**src/rtl/ivl_uvm_phase_ctrl.sv**
```systemverilog
// Phase sequencer for a test run: build/connect/run/drain/extract/report/done,
// with per-agent objection counters, drain timer, global watchdog and error tally.
module ivl_uvm_phase_ctrl #(
  parameter int NUM_AGENTS     = 4,
  parameter int DRAIN_CYCLES   = 16,
  parameter int TIMEOUT_CYCLES = 1000,
  parameter int MAX_ERRORS     = 4
) (
  input  logic                  clk,
  input  logic                  rst,
  input  logic                  start,
  input  logic [NUM_AGENTS-1:0] obj_raise,
  input  logic [NUM_AGENTS-1:0] obj_drop,
  input  logic                  err_pulse,
  output logic [2:0]            phase,
  output logic                  phase_start,
  output logic [NUM_AGENTS-1:0] obj_active,
  output logic [7:0]            err_count,
  output logic                  timeout,
  output logic                  fatal,
  output logic                  done
);

  typedef enum logic [2:0] {
    PH_IDLE    = 3'd0,
    PH_BUILD   = 3'd1,
    PH_CONNECT = 3'd2,
    PH_RUN     = 3'd3,
    PH_DRAIN   = 3'd4,
    PH_EXTRACT = 3'd5,
    PH_REPORT  = 3'd6,
    PH_DONE    = 3'd7
  } phase_t;

  localparam logic [31:0] LP_TIMEOUT    = 32'(TIMEOUT_CYCLES);
  localparam logic [15:0] LP_DRAIN_LOAD = 16'(DRAIN_CYCLES - 1);
  localparam logic [7:0]  LP_MAX_ERR    = 8'(MAX_ERRORS);

  phase_t                r_phase;
  phase_t                w_phase_nxt;
  logic                  r_phase_start;
  logic [3:0]            r_cnt     [NUM_AGENTS];
  logic [3:0]            w_cnt_nxt [NUM_AGENTS];
  logic [NUM_AGENTS-1:0] r_obj_active;
  logic [NUM_AGENTS-1:0] w_active_nxt;
  logic [NUM_AGENTS-1:0] w_bad_drop;
  logic [4:0]            w_nbad;
  logic [15:0]           r_drain_left;
  logic [31:0]           r_timer;
  logic [31:0]           w_timer_inc;
  logic [7:0]            r_err;
  logic [7:0]            w_err_nxt;
  logic [9:0]            w_err_sum;
  logic                  r_timeout;
  logic                  r_fatal;
  logic                  r_done;
  logic                  w_in_obj;
  logic                  w_in_err;
  logic                  w_any_raise;
  logic                  w_all_zero_nxt;
  logic                  w_start_ok;
  logic                  w_timeout_hit;
  logic                  w_fatal_hit;

  assign w_in_obj    = (r_phase == PH_RUN) || (r_phase == PH_DRAIN);
  assign w_in_err    = (r_phase >= PH_BUILD) && (r_phase <= PH_REPORT);
  assign w_any_raise = |obj_raise;
  assign w_start_ok  = start && ((r_phase == PH_IDLE) || (r_phase == PH_DONE));
  assign w_timer_inc = r_timer + 32'd1;
  assign w_timeout_hit = w_in_obj && (w_timer_inc >= LP_TIMEOUT);

  // Raise together with drop on the same agent cancels out; a lone drop on an
  // empty counter is reported as an error instead of underflowing.
  always_comb begin
    w_bad_drop   = '0;
    w_active_nxt = '0;
    w_nbad       = '0;
    for (int i = 0; i < NUM_AGENTS; i++) begin
      w_cnt_nxt[i] = r_cnt[i];
      if (w_in_obj) begin
        if (obj_raise[i] && !obj_drop[i]) begin
          if (r_cnt[i] != 4'd15) w_cnt_nxt[i] = r_cnt[i] + 4'd1;
        end else if (obj_drop[i] && !obj_raise[i]) begin
          if (r_cnt[i] == 4'd0) w_bad_drop[i] = 1'b1;
          else                  w_cnt_nxt[i] = r_cnt[i] - 4'd1;
        end
      end
      w_active_nxt[i] = (w_cnt_nxt[i] != 4'd0);
      w_nbad = w_nbad + {4'd0, w_bad_drop[i]};
    end
  end

  assign w_all_zero_nxt = ~|w_active_nxt;
  assign w_err_sum = {2'b00, r_err} + {9'd0, err_pulse} + {5'd0, w_nbad};

  always_comb begin
    w_err_nxt = r_err;
    if (w_in_err) w_err_nxt = (w_err_sum > 10'd255) ? 8'hFF : w_err_sum[7:0];
  end

  assign w_fatal_hit = w_in_err && (w_err_nxt >= LP_MAX_ERR);

  always_ff @(posedge clk or posedge rst) begin
    if (rst) begin
      r_phase       <= PH_IDLE;
      r_phase_start <= 1'b0;
    end else begin
      r_phase       <= w_phase_nxt;
      r_phase_start <= (w_phase_nxt != r_phase);
    end
  end

  always_comb begin
    w_phase_nxt = r_phase;
    case (r_phase)
      PH_IDLE:    if (start) w_phase_nxt = PH_BUILD;
      PH_BUILD:   w_phase_nxt = w_fatal_hit ? PH_REPORT : PH_CONNECT;
      PH_CONNECT: w_phase_nxt = w_fatal_hit ? PH_REPORT : PH_RUN;
      PH_RUN: begin
        if (w_fatal_hit || w_timeout_hit)         w_phase_nxt = PH_REPORT;
        else if (w_all_zero_nxt && !w_any_raise)  w_phase_nxt = PH_DRAIN;
      end
      PH_DRAIN: begin
        if (w_fatal_hit || w_timeout_hit) w_phase_nxt = PH_REPORT;
        else if (w_any_raise)             w_phase_nxt = PH_RUN;
        else if (r_drain_left == 16'd0)   w_phase_nxt = PH_EXTRACT;
      end
      PH_EXTRACT: w_phase_nxt = PH_REPORT;
      PH_REPORT:  w_phase_nxt = PH_DONE;
      PH_DONE:    if (start) w_phase_nxt = PH_BUILD;
      default:    w_phase_nxt = PH_IDLE;
    endcase
  end

  always_ff @(posedge clk or posedge rst) begin
    if (rst) begin
      for (int i = 0; i < NUM_AGENTS; i++) r_cnt[i] <= 4'd0;
      r_obj_active <= '0;
      r_err        <= 8'd0;
      r_timer      <= 32'd0;
      r_drain_left <= 16'd0;
      r_timeout    <= 1'b0;
      r_fatal      <= 1'b0;
      r_done       <= 1'b0;
    end else if (w_start_ok) begin
      for (int i = 0; i < NUM_AGENTS; i++) r_cnt[i] <= 4'd0;
      r_obj_active <= '0;
      r_err        <= 8'd0;
      r_timer      <= 32'd0;
      r_drain_left <= 16'd0;
      r_timeout    <= 1'b0;
      r_fatal      <= 1'b0;
      r_done       <= 1'b0;
    end else begin
      for (int i = 0; i < NUM_AGENTS; i++) r_cnt[i] <= w_cnt_nxt[i];
      r_obj_active <= w_active_nxt;
      r_err        <= w_err_nxt;
      if (w_in_obj) r_timer <= w_timer_inc;
      // Drain timer reloads on every entry, so a RUN excursion restarts it in full.
      if ((w_phase_nxt == PH_DRAIN) && (r_phase != PH_DRAIN))
        r_drain_left <= LP_DRAIN_LOAD;
      else if ((r_phase == PH_DRAIN) && (r_drain_left != 16'd0))
        r_drain_left <= r_drain_left - 16'd1;
      if (w_timeout_hit)           r_timeout <= 1'b1;
      if (w_fatal_hit)             r_fatal   <= 1'b1;
      if (w_phase_nxt == PH_DONE)  r_done    <= 1'b1;
    end
  end

  assign phase       = r_phase;
  assign phase_start = r_phase_start;
  assign obj_active  = r_obj_active;
  assign err_count   = r_err;
  assign timeout     = r_timeout;
  assign fatal       = r_fatal;
  assign done        = r_done;

endmodule
```
**config.mk**
```make
export PLATFORM = sky130hd
export DESIGN_NAME = ivl_uvm_phase_ctrl
export DESIGN_NICKNAME = d
export VERILOG_FILES = /design/src/rtl/ivl_uvm_phase_ctrl.sv
export SDC_FILE = /design/constraint.sdc
export NUM_CORES = 1
export LEC_CHECK = 0
export CAP_MARGIN = 20
export CORE_UTILIZATION = 55
export DETAILED_ROUTE_END_ITERATION = 6
export GPL_TIMING_DRIVEN = 1
export MAX_ROUTING_LAYER = met4
export PLACE_DENSITY = 0.74
export SYNTH_ARGS = -nofsm -noshare
export SYNTH_HDL_FRONTEND = slang
export SYNTH_SLANG_ARGS = --single-unit
```
**constraint.sdc**
```tcl
create_clock -name clk -period 5.9 [get_ports clk]
set_input_delay 1.18 -clock clk [delete_from_list [all_inputs] [get_ports clk]]
set_output_delay 1.18 -clock clk [all_outputs]
set_load 0.02 [all_outputs]
```
==> results.toml, run 1 <==
[worst_setup_path]
worstSetupPathType = "in -> reg"
worstRegToRegCells = 18
cp.arrival_ps = 5570
critPathRequiredTime_ps = 6170
path_cells = "clkdlybuf4s50_1, nor2b_1, nor3b_1, fa_1, fa_1, ha_1, fa_1, a21oi_1, nor4b_1, or3_1, nand3_1, nand4_1, and2_1, o21a_1, o21ai_2, buf_4, nor2_1"
startpoint = "obj_drop[1]"
reg2reg_to = "r_drain_left[8]$_DFFE_PP0P_"
crit_path_top_delay_cell = "clkdlybuf4s50_1"
r2r_slack_ps = 830
cp_common_cell = "fa_1"
setup.worst_path.end = "r_drain_left[8]$_DFFE_PP0P_"
r2r-start = "r_cnt[8]$_DFF_PP0_"
cp-end-kind = "register"
cp_max_fo = 12
cp_slowest_stage_delay_ps = 560
worstSetupStartpointType = "input pin"

[timing]
drv_slew = 0
setup_viol = 0
max_freq_mhz = 189
period_needed_ps = 5300
tightest_slew_ps = 1020
worst_clock_skew_ps = 7.49
rsz0062_at_grt = "false"
fin_crit_sh_pct = 89.9
relSlewSlack_pct = 31.7
tns_ps = 0
worst_slack_ps = 597
finalHoldViolCount = 0

[min_path]
worstHoldStart = "done$_DFFE_PP0P_"
hp-class = "reg -> reg"

[route]
ant_nets = 0
route.detailed.drc = 0
first_pass_iters = 5
vias_per_cell = 6.43
vias = 5859
drt_wl_total_um = 15200
detail_route.wl_per_cell_um = 16.7
drt_iter0_drc = 497

[floorplan]
core_um2 = 10800
die-area_um2 = 11500
start_util_pct = 56.3
ioPinCount = 31
chipHeight_um = 107
fp.dieW_um = 107
rows = 38

[logic_synthesis]
synth_area_leaders = "dfrtp_1 34%, nor2_1 4.9%, o21ai_0 4.8%, a21oi_1 4.7%, nand2_1 4.2%"
syn_nets = 793
syn-instance-count = 759
yosysTopAreaCell = "dfrtp_1"
yosys_warnings = 0
ys_types = 68
ys_seq_area_share_pct = 34.0
synth_seq_cells = 83
synth_top_area_share_pct = 34.0
syn_area_per_cell_um2 = 8.04
synth-async-reset-ratio_pct = 100
synth_edf_count = 0
synth_area_um2 = 6100
ys_dominant_reg_cell = "dfrtp_1"

[place]
placedCellCount = 895
hpwlAfterDp_um = 10500
place_congestion = 0.939
dpl_worst_slack_ps = 232
port_buffers = 30
placed_area_um2 = 6470

[pwr]
p_leak_nw = 2.69
clkPwrFrac_pct = 14.4
switchingPower_mw = 1.47
power.internal_mw = 1.57
irDropWorstVdd_mv = 0.262
power.total_mw = 3.04
seqPwrFrac_pct = 31.1
power.density_nw_per_um2 = 456
sw_frac_of_total_pct = 48.4
combPwrFrac_pct = 54.5

[cells_and_area]
fill_cells = 1010
drive_gt1_share_pct = 6.36
syn2layout_area_growth_pct = 9.31
instances_no_fill = 911
diodes = 0
fin_area_um2 = 6670
fin_nets = 800

[run_status]
status = "complete, no violations"

[clocking]
clk_latency_ps = 370
clockBufferDepth = 2
cts_hold_buf = 0
cts-root-buf = "clkbuf_8"
cts_buffers = 9
cts_sinks = 83
ctsResizeCount = 0
htreeDepth = 3
cts_tree = "done"
path_clk_slew_ps = 90
post_cts_buffers = 0

[global_routing]
track_usage_pct = 29.1
grt_max_degree = 78
grt.overflow.total = 0
grt_pass1_vias = 5393
grt_pass1_wl_um = 26100
antenna_found_initial = 0

[flow_run]
drv_cap = 0
how the worst min path moves through the flow:
stage	end	slack [ps]	depth (start not counted)
2_1_floorplan	r_timer[26]$_DFFE_PP0P_	490	1
3_3_place_gp	done$_DFFE_PP0P_	490	2
3_5_place_dp	done$_DFFE_PP0P_	490	2
4_1_cts	done$_DFFE_PP0P_	520	2
5_1_grt	done$_DFFE_PP0P_	540	2
6_report	done$_DFFE_PP0P_	510	2
power groups by stage:
| stage | Combinational (mW) | Sequential [mW] | Clock [mW] |
|---|---|---|---|
| after floorplan | 1.20 | 0.918 | 0 |
| after global routing | 1.85 | 0.979 | 0.468 |
| after CTS | 1.64 | 0.941 | 0.445 |
| after global placement | 1.58 | 0.944 | 0 |
| final | 1.66 | 0.947 | 0.437 |
| after detailed placement | 1.63 | 0.952 | 0 |
flip-flops by register name (all words and copies together), names as in the netlist, 3 cells and up:
| register | count |
|---|---|
| r_cnt | 16 |
| phase | 3 |
| r_timer | 32 |
| r_drain_left | 16 |
| obj_active | 4 |
| err_count | 8 |
Yosys cell counts (4+ instances only):
cell	count
nor2_1	79
nor3_1	26
ha_1	19
o41ai_1	5
inv_1	20
buf_2	5
dfrtp_1	83
and4_1	5
a31oi_1	17
o21a_1	6
clkbuf_1	31
nand2_1	68
and3_1	14
o21ai_0	58
and2_1	9
nor3b_1	10
o22ai_1	10
a22o_1	6
nand3b_1	7
or3_1	10
or3b_2	7
o31ai_1	15
xor2_1	9
nor2b_1	13
nand2b_1	7
nor4_1	9
a21oi_1	57
nand4_1	18
a211oi_1	12
o211a_1	4
xnor2_1	13
nand3_1	35
or4_1	8
layout make-up:
type	count	area [um^2]	share of cell area, %
inverters	20	76.3	1.14
clock inverters	6	71.3	1.07
clock buffers	10	128	1.91
repair buffers	39	368	5.51
multi-input cells	613	3770	56.6
well taps	140	175	2.63
flip-flops and latches	83	2080	31.1
layout by cell type (no fill, tap or decap), drive strengths merged, types with 19 or more instances in the layout:
| cell type | count |
|---|---|
| a21oi | 57 |
| clkdlybuf4s50 | 30 |
| dfrtp | 83 |
| ha | 19 |
| inv | 22 |
| nand2 | 68 |
| nand3 | 35 |
| nand4 | 20 |
| nor2 | 79 |
| nor3 | 26 |
| o21ai | 60 |
per-stage QoR:
step / util, % / hold WS [ps]
2_1_floorplan: - / 493
3_3_place_gp: 59.7 / 488
3_5_place_dp: 59.7 / 494
4_1_cts: 61.5 / 518
5_1_grt: 61.5 / 539
6_report: 61.5 / 513
metal layers:
metal / routed length [um] / share of wire, % / global-route usage, %
met1: 7100 / 47 / 39.7
met2: 7080 / 47 / 45.1
met3: 849 / 5.6 / 4.30
met4: 171 / 1.1 / 8.81
met5: 0 / 0 / -
critical path: cells and delay by family:
| kind | cells | cell delay, ps |
|---|---|---|
| buffers and inverters | 2 | 760 |
| AO/OA/AOI/OAI | 3 | 580 |
| AND/OR/NAND/NOR | 8 | 1440 |
| adder cells (fa/ha/maj) | 4 | 1620 |
logic make-up (layout without fill, tap and decap cells):
logic type | after synthesis | count (layout) | synth area share (%)
simple gates | 337 | 337 | 29.0
flops | 83 | 83 | 34.0
xor+xnor | 22 | 22 | 3.16
fa+ha+maj | 22 | 22 | 4.88
mux | 1 | 1 | 0.185
buf+inv | 63 | 75 | 4.26
compound gates | 231 | 231 | 24.5
No activity file was read; power rests on OpenSTA's default activity.
==> run 2: changes to the inputs <==
--- a/config.mk
+++ b/config.mk
@@ -6,11 +6,13 @@
 export NUM_CORES = 1
 export LEC_CHECK = 0
 export CAP_MARGIN = 20
+export CORE_MARGIN = 3
 export CORE_UTILIZATION = 55
 export DETAILED_ROUTE_END_ITERATION = 6
+export DONT_BUFFER_PORTS = 1
 export GPL_TIMING_DRIVEN = 1
 export MAX_ROUTING_LAYER = met4
-export PLACE_DENSITY = 0.74
+export PLACE_DENSITY = 0.7
 export SYNTH_ARGS = -nofsm -noshare
 export SYNTH_HDL_FRONTEND = slang
 export SYNTH_SLANG_ARGS = --single-unit
==> results.toml, run 2 (synthesized netlist as in run 1, its figures left out) <==
[worst_setup_path]
cp-end-kind = "register"
crit_path_top_delay_cell = "or3b_2"
reg2reg_to = "r_drain_left[8]$_DFFE_PP0P_"
worstSetupPathType = "reg -> reg"
path_cells = "inv_1, ha_1, or3b_2, nor3b_1, fa_1, fa_1, ha_1, fa_1, a21oi_1, nor4b_2, or3_1, nand3_1, nand4_1, and2_1, o21a_1, o21ai_2, nor2_1"
cp.depth = 17
worstSetupStartpointType = "register"
critPathRequiredTime_ps = 6150
cp_max_fo = 12
r2r-start = "r_cnt[9]$_DFF_PP0_"
cp_top_family = "simple AND/OR/NAND/NOR gates"
cp_slowest_stage_delay_ps = 500
setup.worst_path.end = "r_drain_left[8]$_DFFE_PP0P_"
startpoint = "r_cnt[9]$_DFF_PP0_"
r2r_slack_ps = 550
cp_common_cell = "fa_1"
worstRegToRegCells = 17
path_buf_inv = 1
cp.arrival_ps = 5610

[pwr]
p_leak_nw = 2.58
irDropWorstVdd_mv = 0.279
power.density_nw_per_um2 = 454

[flow_run]
drv_cap = 0

[clocking]
cts_hold_buf = 0
cts-root-buf = "clkbuf_8"
path_clk_slew_ps = 90
htreeDepth = 3
ctsResizeCount = 0
cts_buffers = 9
clockBufferDepth = 2
cts_sinks = 83
clk_latency_ps = 390
post_cts_buffers = 0
cts_tree = "done"

[global_routing]
antenna_found_initial = 0
track_usage_pct = 25.5
grt.overflow.total = 0
grt_pass1_vias = 5442
grt_pass1_wl_um = 25900
grt_max_degree = 84

[floorplan]
rows = 37
die-area_um2 = 12400
fp.dieW_um = 111
start_util_pct = 57.8
core_um2 = 10600
ioPinCount = 31
chipHeight_um = 111

[cells_and_area]
fin_nets = 770
reg_top3 = "r_timer x32, r_cnt x16, r_drain_left x16"
drive_gt1_share_pct = 6.88
fill_cells = 957
mostFrequentLayoutCells = "83 x dfrtp_1, 77 x nor2_1, 68 x nand2_1"
fin_area_um2 = 6380
top_register = "r_timer"
mostFrequentLayoutCell = "dfrtp_1"
largest_reg_flops = 32
diodes = 0
syn2layout_area_growth_pct = 4.61

[place]
place_congestion = 0.895
hpwlAfterDp_um = 10300
port_buffers = 0
placed_area_um2 = 6160

[timing]
setup_viol = 0
worst_clock_skew_ps = 13.4
relSlewSlack_pct = 30.0
period_needed_ps = 5350
rsz0062_at_grt = "false"
hold_ws_ps = 543
max_freq_mhz = 187
tns_ps = 0
fin_crit_sh_pct = 90.7
drv_slew = 0
tightest_slew_ps = 1050
finalHoldViolCount = 0

[route]
detail_route.wl_per_cell_um = 17.3
vias = 5728
vias_per_cell = 6.53
ant_nets = 0
drt_wl_total_um = 15200
route.detailed.drc = 0
first_pass_iters = 5
drt_iter0_drc = 653

[min_path]
hp-class = "reg -> reg"

[run_status]
status = "complete, no violations"
## run 2: area by class of cell
class                   instances  area (um^2)  share of cell area [%]
clock buffers                  10          138                    2.16
flip-flops and latches         83         2080                    32.5
repair buffers                  9         87.6                    1.37
well taps                     136          170                    2.67
clock inverters                 6         53.8                   0.843
multi-input cells             613         3780                    59.2
inverters                      20         76.3                    1.20
## run 2: per-layer routing
layer | vias to the layer above | wire length, um | part of all wire [%] | global-route usage (%)
met4 | 0 | 312 | 2.1 | 10.2
met2 | 181 | 6950 | 46 | 37.6
li1 | 2784 | - | - | -
met3 | 29 | 903 | 5.9 | 5.43
met5 | - | 0 | 0 | -
met1 | 2734 | 7040 | 46 | 34.4
## run 2: worst min-delay path by stage
stage / startpoint / to / slack (ps) / cells after the start
finish: r_timer[26]$_DFFE_PP0P_ / r_timer[26]$_DFFE_PP0P_ / 540 / 1
floorplan: r_timer[26]$_DFFE_PP0P_ / r_timer[26]$_DFFE_PP0P_ / 490 / 1
global placement: r_drain_left[9]$_DFFE_PP0P_ / r_drain_left[9]$_DFFE_PP0P_ / 510 / 2
global route: r_drain_left[2]$_DFFE_PP0P_ / r_drain_left[2]$_DFFE_PP0P_ / 580 / 1
detailed placement: r_drain_left[14]$_DFFE_PP0P_ / r_drain_left[14]$_DFFE_PP0P_ / 520 / 2
CTS: r_timer[26]$_DFFE_PP0P_ / r_timer[26]$_DFFE_PP0P_ / 550 / 1
## run 2: through the flow
stage	util, %	total power [mW]	worst slack (ps)	cells
floorplan	-	2.12	452	759
global placement	58.3	2.43	353	860
detailed placement	58.3	2.47	159	860
CTS	60.2	2.89	391	876
global route	60.5	3.17	155	877
finish	60.5	2.90	546	877
## run 2: worst register-to-register path: cells and delay by family (launching register included)
kind / cells / cell delay [ps]
simple gates: 8 / 1910
flops: 1 / 440
fa+ha+maj: 5 / 1810
buf+inv: 1 / 140
compound gates: 3 / 910
## run 2: power by group
part,switching (mW),leakage (nW),internal [mW]
clock network,0.236,0.0958,0.173
registers,0.242,1.09,0.721
logic,0.962,1.39,0.564
total,1.44,2.58,1.46
==> run 3: changes to the inputs <==
--- a/config.mk
+++ b/config.mk
@@ -5,6 +5,7 @@
 export SDC_FILE = /design/constraint.sdc
 export NUM_CORES = 1
 export LEC_CHECK = 0
+export ABC_AREA = 0
 export CAP_MARGIN = 20
 export CORE_MARGIN = 3
 export CORE_UTILIZATION = 55
==> results of run 3 <==
Final layout, timing and power as in run 2 (identical DEF).
